File: src/rtl/dport_responder_pkg.sv
// dport_types: shared types and constants for the data-port responder.
//   dport_state_t : responder FSM states
//   LINE_BYTES    : bytes per cache-line-sized pmem transfer
//   BEATS         : pmem burst beats per line
//   BEAT_W        : bits per pmem beat
//   WORD_OFF_W    : width of the word-within-line offset (addr[4:2])
package dport_types;

  typedef enum logic [1:0] {
    IDLE      = 2'd0,
    FETCH     = 2'd1,
    WRITEBACK = 2'd2,
    RESP      = 2'd3
  } dport_state_t;

  localparam int LINE_BYTES = 32;
  localparam int BEATS      = 4;
  localparam int BEAT_W     = 64;
  localparam int WORD_OFF_W = 3;

endpackage

File: src/rtl/dport_responder_if.sv
// dport_responder_if: word-level MEM-stage request/response bus.
//   mem_read/mem_write : level requests, held until mem_resp
//   mem_byte_enable    : byte lanes of the addressed word
//   mem_address        : byte address (bits [1:0] ignored by the responder)
//   mem_wdata          : lane-aligned store data
//   mem_resp           : one-cycle completion pulse
//   mem_rdata          : aligned word, valid while mem_resp=1
// Modports: master = MEM-stage requester, slave = responder.
interface dport_responder_if;

  logic        mem_read;
  logic        mem_write;
  logic [3:0]  mem_byte_enable;
  logic [31:0] mem_address;
  logic [31:0] mem_wdata;
  logic        mem_resp;
  logic [31:0] mem_rdata;

  modport master (
    output mem_read, mem_write, mem_byte_enable, mem_address, mem_wdata,
    input  mem_resp, mem_rdata
  );

  modport slave (
    input  mem_read, mem_write, mem_byte_enable, mem_address, mem_wdata,
    output mem_resp, mem_rdata
  );

endinterface

File: src/rtl/dport_responder_line_merge.sv
// line_merge: combinational store merge into a full line.
//   line_in  : current line contents
//   word_off : word index within the line (addr[4:2] for a 256-bit line)
//   byte_en  : byte lanes of the addressed word to overwrite
//   wdata    : lane-aligned store data
//   line_out : line with the enabled bytes of the addressed word replaced
module line_merge
  import dport_types::*;
#(
  parameter int LINE_W = 256,
  parameter int OFF_W  = $clog2(LINE_W / 32)
) (
  input  logic [LINE_W-1:0] line_in,
  input  logic [OFF_W-1:0]  word_off,
  input  logic [3:0]        byte_en,
  input  logic [31:0]       wdata,
  output logic [LINE_W-1:0] line_out
);

  always_comb begin
    line_out = line_in;
    for (int i = 0; i < 4; i++) begin
      if (byte_en[i]) begin
        line_out[(int'(word_off) * 4 + i) * 8 +: 8] = wdata[i * 8 +: 8];
      end
    end
  end

endmodule

File: src/rtl/dport_responder.sv
// dport_responder: MEM-stage data-port responder. Completes word-level
// loads/stores against a line-granular burst physical memory. Loads fetch
// the containing line and return the addressed word; stores fetch, merge
// and write back the whole line.
// Ports:
//   clk, rst_n   : clock, asynchronous active-low reset
//   mem          : word request/response bus (dport_responder_if.slave)
//   pmem_address : line-aligned burst address
//   pmem_read    : burst read in progress
//   pmem_write   : burst write in progress
//   pmem_wdata   : current write beat
//   pmem_rdata   : current read beat
//   pmem_resp    : one beat transferred this cycle
// Build option: DPORT_LINE_BUFFER_EN keeps the line register as a one-line
// buffer (valid + tag); read hits complete without pmem traffic and write
// hits skip the fetch.
module dport_responder
  import dport_types::*;
#(
  parameter int BEAT_W = 64,
  parameter int LINE_W = 256
) (
  input  logic              clk,
  input  logic              rst_n,
  dport_responder_if.slave  mem,
  output logic [31:0]       pmem_address,
  output logic              pmem_read,
  output logic              pmem_write,
  output logic [BEAT_W-1:0] pmem_wdata,
  input  logic [BEAT_W-1:0] pmem_rdata,
  input  logic              pmem_resp
);

  localparam int NBEATS = LINE_W / BEAT_W;
  localparam int KW     = $clog2(NBEATS);
  localparam int LB     = $clog2(LINE_W / 8);
  localparam int OFF_W  = $clog2(LINE_W / 32);

  dport_state_t      state_q, state_d;
  logic [KW-1:0]     k_q;
  logic [31:2]       addr_q;
  logic [3:0]        be_q;
  logic [31:0]       wdata_q;
  logic              wr_q;
  logic [LINE_W-1:0] line_q;
  logic [LINE_W-1:0] line_fill;
  logic [LINE_W-1:0] merge_in;
  logic [LINE_W-1:0] merged;
  logic [OFF_W-1:0]  merge_off;
  logic [3:0]        merge_be;
  logic [31:0]       merge_wdata;
  logic              req;
  logic              last_beat;
  logic              hit;

  wire unused_addr_bits = ^mem.mem_address[1:0];

  assign req       = mem.mem_read | mem.mem_write;
  assign last_beat = pmem_resp && (k_q == KW'(NBEATS - 1));

`ifdef DPORT_LINE_BUFFER_EN
  logic              buf_vld_q;
  logic [31:LB]      buf_tag_q;
  assign hit = buf_vld_q && (buf_tag_q == mem.mem_address[31:LB]);
`else
  assign hit = 1'b0;
`endif

  // State register
  always_ff @(posedge clk or negedge rst_n) begin
    if (!rst_n) state_q <= IDLE;
    else        state_q <= state_d;
  end

  // Next-state logic; simultaneous read+write is handled as a write
  always_comb begin
    state_d = state_q;
    case (state_q)
      IDLE: begin
        if (mem.mem_write) begin
          if (mem.mem_byte_enable == 4'h0) state_d = RESP;
          else if (hit)                    state_d = WRITEBACK;
          else                             state_d = FETCH;
        end else if (mem.mem_read) begin
          state_d = hit ? RESP : FETCH;
        end
      end
      FETCH:     if (last_beat) state_d = wr_q ? WRITEBACK : RESP;
      WRITEBACK: if (last_beat) state_d = RESP;
      RESP:      state_d = IDLE;
      default:   state_d = IDLE;
    endcase
  end

  // Line with the incoming beat already inserted, so the final fetch beat
  // and the store merge land in the same edge.
  always_comb begin
    line_fill = line_q;
    line_fill[int'(k_q) * BEAT_W +: BEAT_W] = pmem_rdata;
  end

  // In IDLE the merge sees the live request (write-hit path); otherwise it
  // sees the registered request and the filling line.
  always_comb begin
    if (state_q == IDLE) begin
      merge_in    = line_q;
      merge_off   = mem.mem_address[OFF_W+1:2];
      merge_be    = mem.mem_byte_enable;
      merge_wdata = mem.mem_wdata;
    end else begin
      merge_in    = line_fill;
      merge_off   = addr_q[OFF_W+1:2];
      merge_be    = be_q;
      merge_wdata = wdata_q;
    end
  end

  line_merge #(.LINE_W(LINE_W), .OFF_W(OFF_W)) u_line_merge (
    .line_in  (merge_in),
    .word_off (merge_off),
    .byte_en  (merge_be),
    .wdata    (merge_wdata),
    .line_out (merged)
  );

  // Request capture, line fill and beat counter
  always_ff @(posedge clk or negedge rst_n) begin
    if (!rst_n) begin
      k_q     <= '0;
      addr_q  <= '0;
      be_q    <= '0;
      wdata_q <= '0;
      wr_q    <= 1'b0;
      line_q  <= '0;
`ifdef DPORT_LINE_BUFFER_EN
      buf_vld_q <= 1'b0;
      buf_tag_q <= '0;
`endif
    end else begin
      case (state_q)
        IDLE: begin
          if (req) begin
            addr_q  <= mem.mem_address[31:2];
            be_q    <= mem.mem_byte_enable;
            wdata_q <= mem.mem_wdata;
            wr_q    <= mem.mem_write;
`ifdef DPORT_LINE_BUFFER_EN
            if (mem.mem_write && (mem.mem_byte_enable != 4'h0) && hit)
              line_q <= merged;
`endif
          end
        end
        FETCH: begin
          if (pmem_resp) begin
            k_q    <= k_q + KW'(1);
            line_q <= (last_beat && wr_q) ? merged : line_fill;
`ifdef DPORT_LINE_BUFFER_EN
            if (last_beat) begin
              buf_vld_q <= 1'b1;
              buf_tag_q <= addr_q[31:LB];
            end
`endif
          end
        end
        WRITEBACK: if (pmem_resp) k_q <= k_q + KW'(1);
        default: ;
      endcase
    end
  end

  // Outputs decode from registered state only
  always_comb begin
    mem.mem_resp  = (state_q == RESP);
    mem.mem_rdata = '0;
    pmem_read     = (state_q == FETCH);
    pmem_write    = (state_q == WRITEBACK);
    pmem_wdata    = '0;
    pmem_address  = {addr_q[31:LB], {LB{1'b0}}};
    if (state_q == RESP)
      mem.mem_rdata = line_q[int'(addr_q[OFF_W+1:2]) * 32 +: 32];
    if (state_q == WRITEBACK)
      pmem_wdata = line_q[int'(k_q) * BEAT_W +: BEAT_W];
  end

endmodule

File: src/flat_wrapper.sv
// flat-port wrapper written by rule: the top's interface ports become plain ports
module dport_responder_flat import dport_types::*;
#(
  parameter int BEAT_W = 64,
  parameter int LINE_W = 256
)
  (clk, rst_n, pmem_address, pmem_read, pmem_write, pmem_wdata, pmem_rdata, pmem_resp, mem_mem_read, mem_mem_write, mem_mem_byte_enable, mem_mem_address, mem_mem_wdata, mem_mem_resp, mem_mem_rdata);
  dport_responder_if mem_i ();
  input  logic clk;
  input  logic rst_n;
  output logic [31:0] pmem_address;
  output logic pmem_read;
  output logic pmem_write;
  output logic [BEAT_W-1:0] pmem_wdata;
  input  logic [BEAT_W-1:0] pmem_rdata;
  input  logic pmem_resp;
  input wire logic [$bits(mem_i.mem_read)-1:0] mem_mem_read;
  input wire logic [$bits(mem_i.mem_write)-1:0] mem_mem_write;
  input wire logic [$bits(mem_i.mem_byte_enable)-1:0] mem_mem_byte_enable;
  input wire logic [$bits(mem_i.mem_address)-1:0] mem_mem_address;
  input wire logic [$bits(mem_i.mem_wdata)-1:0] mem_mem_wdata;
  output wire logic [$bits(mem_i.mem_resp)-1:0] mem_mem_resp;
  output wire logic [$bits(mem_i.mem_rdata)-1:0] mem_mem_rdata;
  assign mem_i.mem_read = mem_mem_read;
  assign mem_i.mem_write = mem_mem_write;
  assign mem_i.mem_byte_enable = mem_mem_byte_enable;
  assign mem_i.mem_address = mem_mem_address;
  assign mem_i.mem_wdata = mem_mem_wdata;
  assign mem_mem_resp = mem_i.mem_resp;
  assign mem_mem_rdata = mem_i.mem_rdata;
  dport_responder #(.BEAT_W(BEAT_W), .LINE_W(LINE_W)) u_core (.clk(clk), .rst_n(rst_n), .mem(mem_i), .pmem_address(pmem_address), .pmem_read(pmem_read), .pmem_write(pmem_write), .pmem_wdata(pmem_wdata), .pmem_rdata(pmem_rdata), .pmem_resp(pmem_resp));
endmodule
File: config.mk
export PLATFORM = sky130hd
export DESIGN_NAME = dport_responder_flat
export DESIGN_NICKNAME = d
export VERILOG_FILES = /design/src/rtl/dport_responder_pkg.sv /design/src/rtl/dport_responder_if.sv /design/src/rtl/dport_responder_line_merge.sv /design/src/rtl/dport_responder.sv /design/src/flat_wrapper.sv
export SDC_FILE = /design/constraint.sdc
export NUM_CORES = 2
export LEC_CHECK = 0
export BUFFER_PORTS_ARGS = -buffer_cell sky130_fd_sc_hd__buf_2
export CAP_MARGIN = 20
export CORE_ASPECT_RATIO = 0.6
export CORE_UTILIZATION = 33
export CTS_CLUSTER_DIAMETER = 40
export DETAILED_ROUTE_END_ITERATION = 12
export PLACE_DENSITY_LB_ADDON = 0.3
export SETUP_SLACK_MARGIN = 0.5
export SLEW_MARGIN = 20
export SYNTH_ARGS = -nofsm -noshare
export SYNTH_HDL_FRONTEND = slang
export SYNTH_SLANG_ARGS = --single-unit
File: constraint.sdc
create_clock -name clk -period 4.4 [get_ports clk]
set_input_delay 0.88 -clock clk [delete_from_list [all_inputs] [get_ports clk]]
set_output_delay 0.88 -clock clk [all_outputs]
set_load 0.01 [all_outputs]
======== After elaboration in Yosys (flattened, before gate mapping) ========
Cells that the tools add are included.
word-level totals
  output and inout bits ................... 131
  logic and storage cells ................. 68
  register bits ........................... 327
  bits of input ports ..................... 137
operators by class
  bitwise gates (word level) .............. 1
  shifts and indexed selects .............. 12
  add/sub/neg operators ................... 9
  eq/ne operators ......................... 7
  mux-type cells .......................... 23
  reduce and logical (&&, ||, !) cells .... 9
operator list
  operator                     number
  $mux W256                    6
  $bwmux W256                  5
  $shift A8 B33 Y256 const A   4
  $shiftx A8 B33 Y256          4
  $shift A64 B33 Y256 const A  1
  $shiftx A256 B9 Y32          1
  $shiftx A256 B9 Y64          1
  $shiftx A64 B33 Y256         1
  $neg A9 Y33                  3
  $neg A8 Y33                  2
  $mux W32                     2
  $mux W64                     1
  $add A5 B2 Y6 const B        2
  $mux W2                      5
  $pmux W2 S4                  1
  $add A5 B1 Y6 const B        1
  $eq A2 B2 Y1 const B         3
  $reduce_and A2 Y1            3
  $logic_not A4 Y1             1
  $mux W4                      1
  $ne A2 B1 Y1 const B         2
  $mux W3                      1
  $ne A3 B3 Y1 const B         1
  $reduce_and A3 Y1            1
  7 further kinds              8

======== Depth between registers and ports, before layout ========
  depth after elaboration ................. 13
  depth in mapped cells ................... 17
  depth with buffers taken out ............ 11

======== Cells and area by module ========
From an unflattened synthesis, not the netlist that was laid out.
unflattened totals
  cell total of the unflattened synthesis .. 2,726
  area total of the unflattened synthesis .. 25,893.6 sq um
modules (own cells, without submodules)
  module           instances  cells each  sequential area each (sq um)  area an instance (sq um)
  dport_responder  1          2,135       8,182.8                       22,451.5
  line_merge       1          591         0.0                           3,442.1

======== Worst setup path before layout ========
No wires, ideal clock.
  path type ............................... reg-to-reg
  start ................................... register u_core.state_q[0]
  end ..................................... register u_core.line_q[160]
  path buffers ............................ 8
  period minus slack after synthesis ...... 3.875 ns
  stages on the path, launching flop included .. 18
  setup slack ............................. 0.525 ns
  library setup time ...................... 0.140 ns
  data arrival time ....................... 3.735 ns
  required time ........................... 4.260 ns
  cell sequence ........................... dfrtp_1 -> inv_1 -> ha_1 -> buf_6 -> buf_8 -> buf_6 -> buf_4 -> buf_4 -> buf_2 -> mux2i_1 -> ha_1 -> ha_1 -> clkbuf_1 -> inv_1 -> or3_1 -> clkbuf_2 -> a2111oi_0 -> a211oi_1
on the way
  longest elaborated chain between the ends .. 13
  elaborated cells between the ends (all ways) .. 31
ends and longest elaborated chain
  element                                               RTL line                text
  start: declaration                                    dport_responder.sv:39   dport_state_t state_q, state_d;
  start signal: assignment                              dport_responder.sv:72   else state_q <= state_d;
  branches (longest 13 deep; another with $neg A9 Y33)  n/a
  end signal: assignment                                dport_responder.sv:156  line_q <= (last_beat && wr_q) ? merged : line_fill;
  end: declaration                                      dport_responder.sv:45   logic [LINE_W-1:0] line_q;
Parallel ways; which one is timed is not known.
A chain may end at the register's enable or synchronous reset.

======== Final worst setup path ========
  start ................................... register u_core.state_q[0]
  end ..................................... register u_core.line_q[202]
Same word-level chain as after synthesis.

==> impl_metrics.ini <==
[synth]
yosysWarnings = 0
yosys.area.top_type = dfrtp_1
syn_avg_cell_area_um2 = 10.1
synth-seq-cells = 327
synthCells = 2237
syn_area_mm2 = 0.0227
netlist.area_leader.share_pct = 36.1
seq_area_frac_synth_pct = 36.1
synthTopCellsByCount = 327 x dfrtp_1, 200 x nand2_1, 144 x a22oi_1
synth-edff-count = 0
yosysMostFrequentCell = dfrtp_1
ys_top_cells_by_area = dfrtp_1 36%, mux4_2 13%, a22oi_1 4.8%, mux2_2 4.6%, nand2_1 3.3%
ys_types = 101
async_flop_share_pct = 100
synth_ff_type = dfrtp_1

[clocking]
hold_buffers = 0
path_clk_slew_ps = 60
clk_path_buf_depth = 3
cts_root_buffer = clkbuf_16
post-cts-setup-buffer-count = 0
clock_latency_ps = 600
cts-htree-levels = 2
clock-sinks = 327
cts_tree = built
ctsResizeCount = 0
cts_made_buffers = 45

[job]
drv_cap = 0

[placement]
dp_slack_ps = 747
io_buffer_count = 260
dp_hpwl_um = 67200
gp_congestion = 0.963
dp.cells = 3291
place_area_mm2 = 0.0248

[worst_setup_path]
cpMostUsedCell = inv_1
worstPathRequired_ps = 4870
critPathKind = reg2reg
timing.rr.end = u_core.line_q[202]
cp.depth = 11
crit_path_top_delay_cell = o21ai_1
regToRegStartpoint = u_core.state_q[0]
rrSetupSlack_ps = 540
critPathTopFamily = compound AO/OA/AOI/OAI gates
critPathBufInv = 4
path_cells = inv_1 > ha_4 > mux2i_1 > inv_1 > ha_1 > buf_4 > inv_1 > a21oi_2 > o21ai_1 > a22oi_1 > o21ai_0
cp.arrival_ps = 4330
cp_max_fo = 21
startpoint = u_core.state_q[0]
end_kind = flop
critical_path.max_stage_delay_ps = 1040
rr_worst_depth = 11
startpoint_type = flop
endpoint = u_core.line_q[202]

[sta]
tns_ps = 0
setup_slack_ps = 539
rsz0062_at_grt = no
max_freq_mhz = 259
drv_slew = 0
finalSetupViolCount = 0
finalHoldViolations = 0
period_needed_ps = 3860
fin_worst_skew_ps = 36.9
finalCritPeriodShare_pct = 87.7
finalHoldWorstSlack_ps = 382
tightest_slew_ps = 1320
slew-limit-headroom_pct = 11.2

[cells_and_area]
final_area_mm2 = 0.0264
syn_to_final_growth_pct = 16.4
fillers = 6702
final_nets = 2579
drive_gt1_share_pct = 30.1
final-instance-count-excl-fill = 3382

[detailed_routing]
firstDrtPassIters = 6
vias = 22000
viasPerCell = 6.50
ant_nets = 0
wl_per_cell_um = 29.2
remaining_drc_errors = 0
routed_wl_um = 98900
drt-initial-drc-count = 3076

[grt]
gr-total-overflow = 0
grt_pass1_vias = 21300
grt_pass1_wl_um = 145000
antenna_found_initial = 12
grt_start_max_net_pins = 111
track_usage_pct = 27.8

[floorplanning]
num_rows = 74
die_w_um = 340
start_util_pct = 33.4
io_pins = 268
die_y_um = 205
die_area_mm2 = 0.0698
core-area_mm2 = 0.0680

[pwr]
vdd_drop_max_mv = 0.496
p_leak_nw = 10.6
p_per_area_mw_per_mm2 = 754

[min_path]
hold_path_class = in2async

[run_status]
outcome = completed
[layer usage]
layer / vias to the layer above / GRT usage (%) / part of all wire [%]
li1: 9019 / - / -
met2: 1661 / 39.6 / 42
met5: - / 0 / 0.035
met1: 11100 / 40.3 / 42
met3: 221 / 8.77 / 14
met4: 6 / 7.30 / 2.2
[how the worst min path moves through the flow]
stage | startpoint | end | slack, ps | depth (start not counted)
2_1_floorplan | u_core.line_q[247] | u_core.line_q[247] | 460 | 2
3_5_place_dp | u_core.addr_q[14] | u_core.addr_q[14] | 490 | 1
3_3_place_gp | u_core.addr_q[6] | u_core.addr_q[6] | 480 | 1
4_1_cts | rst_n | u_core.addr_q[17] | 460 | 1
6_report | rst_n | u_core.addr_q[17] | 380 | 1
5_1_grt | rst_n | u_core.addr_q[17] | 450 | 1
[cells by family (layout without fill, tap and decap cells)]
logic type      after synthesis  after routing  share of synthesized area [%]
xor+xnor                      1              1                         0.0386
mux                         266            266                           19.5
compound gates              753            753                           23.2
flops                       327            327                           36.1
buf+inv                     250            469                           5.59
simple gates                623            623                           14.7
other cells                   1             15                         0.0165
fa+ha+maj                    16             16                          0.883
[flip-flops by register name, indices dropped and copies added (netlist names)]
| name | cells |
|---|---|
| u_core.wdata_q | 32 |
| u_core.k_q | 2 |
| u_core.line_q | 256 |
| u_core.state_q | 2 |
| u_core.wr_q | 1 |
| u_core.be_q | 4 |
| u_core.addr_q | 30 |
[cell usage in the layout (no fill, tap or decap), drive strengths merged, types with 21 or more instances in the layout]
master	instances
inv	35
nand4	21
and2	80
a22o	29
nor2	93
o21ai	185
nand2b	27
dfrtp	327
nor2b	27
a31oi	50
a221oi	33
nand2	205
nor3	40
mux4	128
mux2i	44
a22oi	144
a21boi	33
clkbuf	56
and3	24
buf	354
a221o	47
mux2	94
nand3	58
a21oi	115
[layout make-up]
class | count | area (µm²) | share of cell area (%)
diodes | 10 | 25.0 | 0.0948
clock buffers | 56 | 1210 | 4.57
clock inverters | 25 | 317 | 1.20
inverters | 34 | 131 | 0.498
multi-input cells | 1664 | 13300 | 50.3
flip-flops and latches | 327 | 8200 | 31.1
well taps | 912 | 1140 | 4.32
repair buffers | 354 | 2100 | 7.97
[per-stage QoR]
stage | utilization, % | power [mW]
after CTS | 38.8 | 19.7
after floorplan | - | 12.3
final | 38.8 | 19.9
after global routing | 38.8 | 20.8
after global placement | 36.6 | 15.5
after detailed placement | 36.6 | 15.8
[report_power, final]
group	internal (mW)	switching (mW)	total [mW]	leakage [nW]
Clock	2.31	1.56	3.87	0.731
Sequential	4.25	1.34	5.59	4.31
Combinational	4.16	6.27	10.4	5.56
Total	10.7	9.17	19.9	10.6
Note: power is estimated with default switching activity, not from simulation.
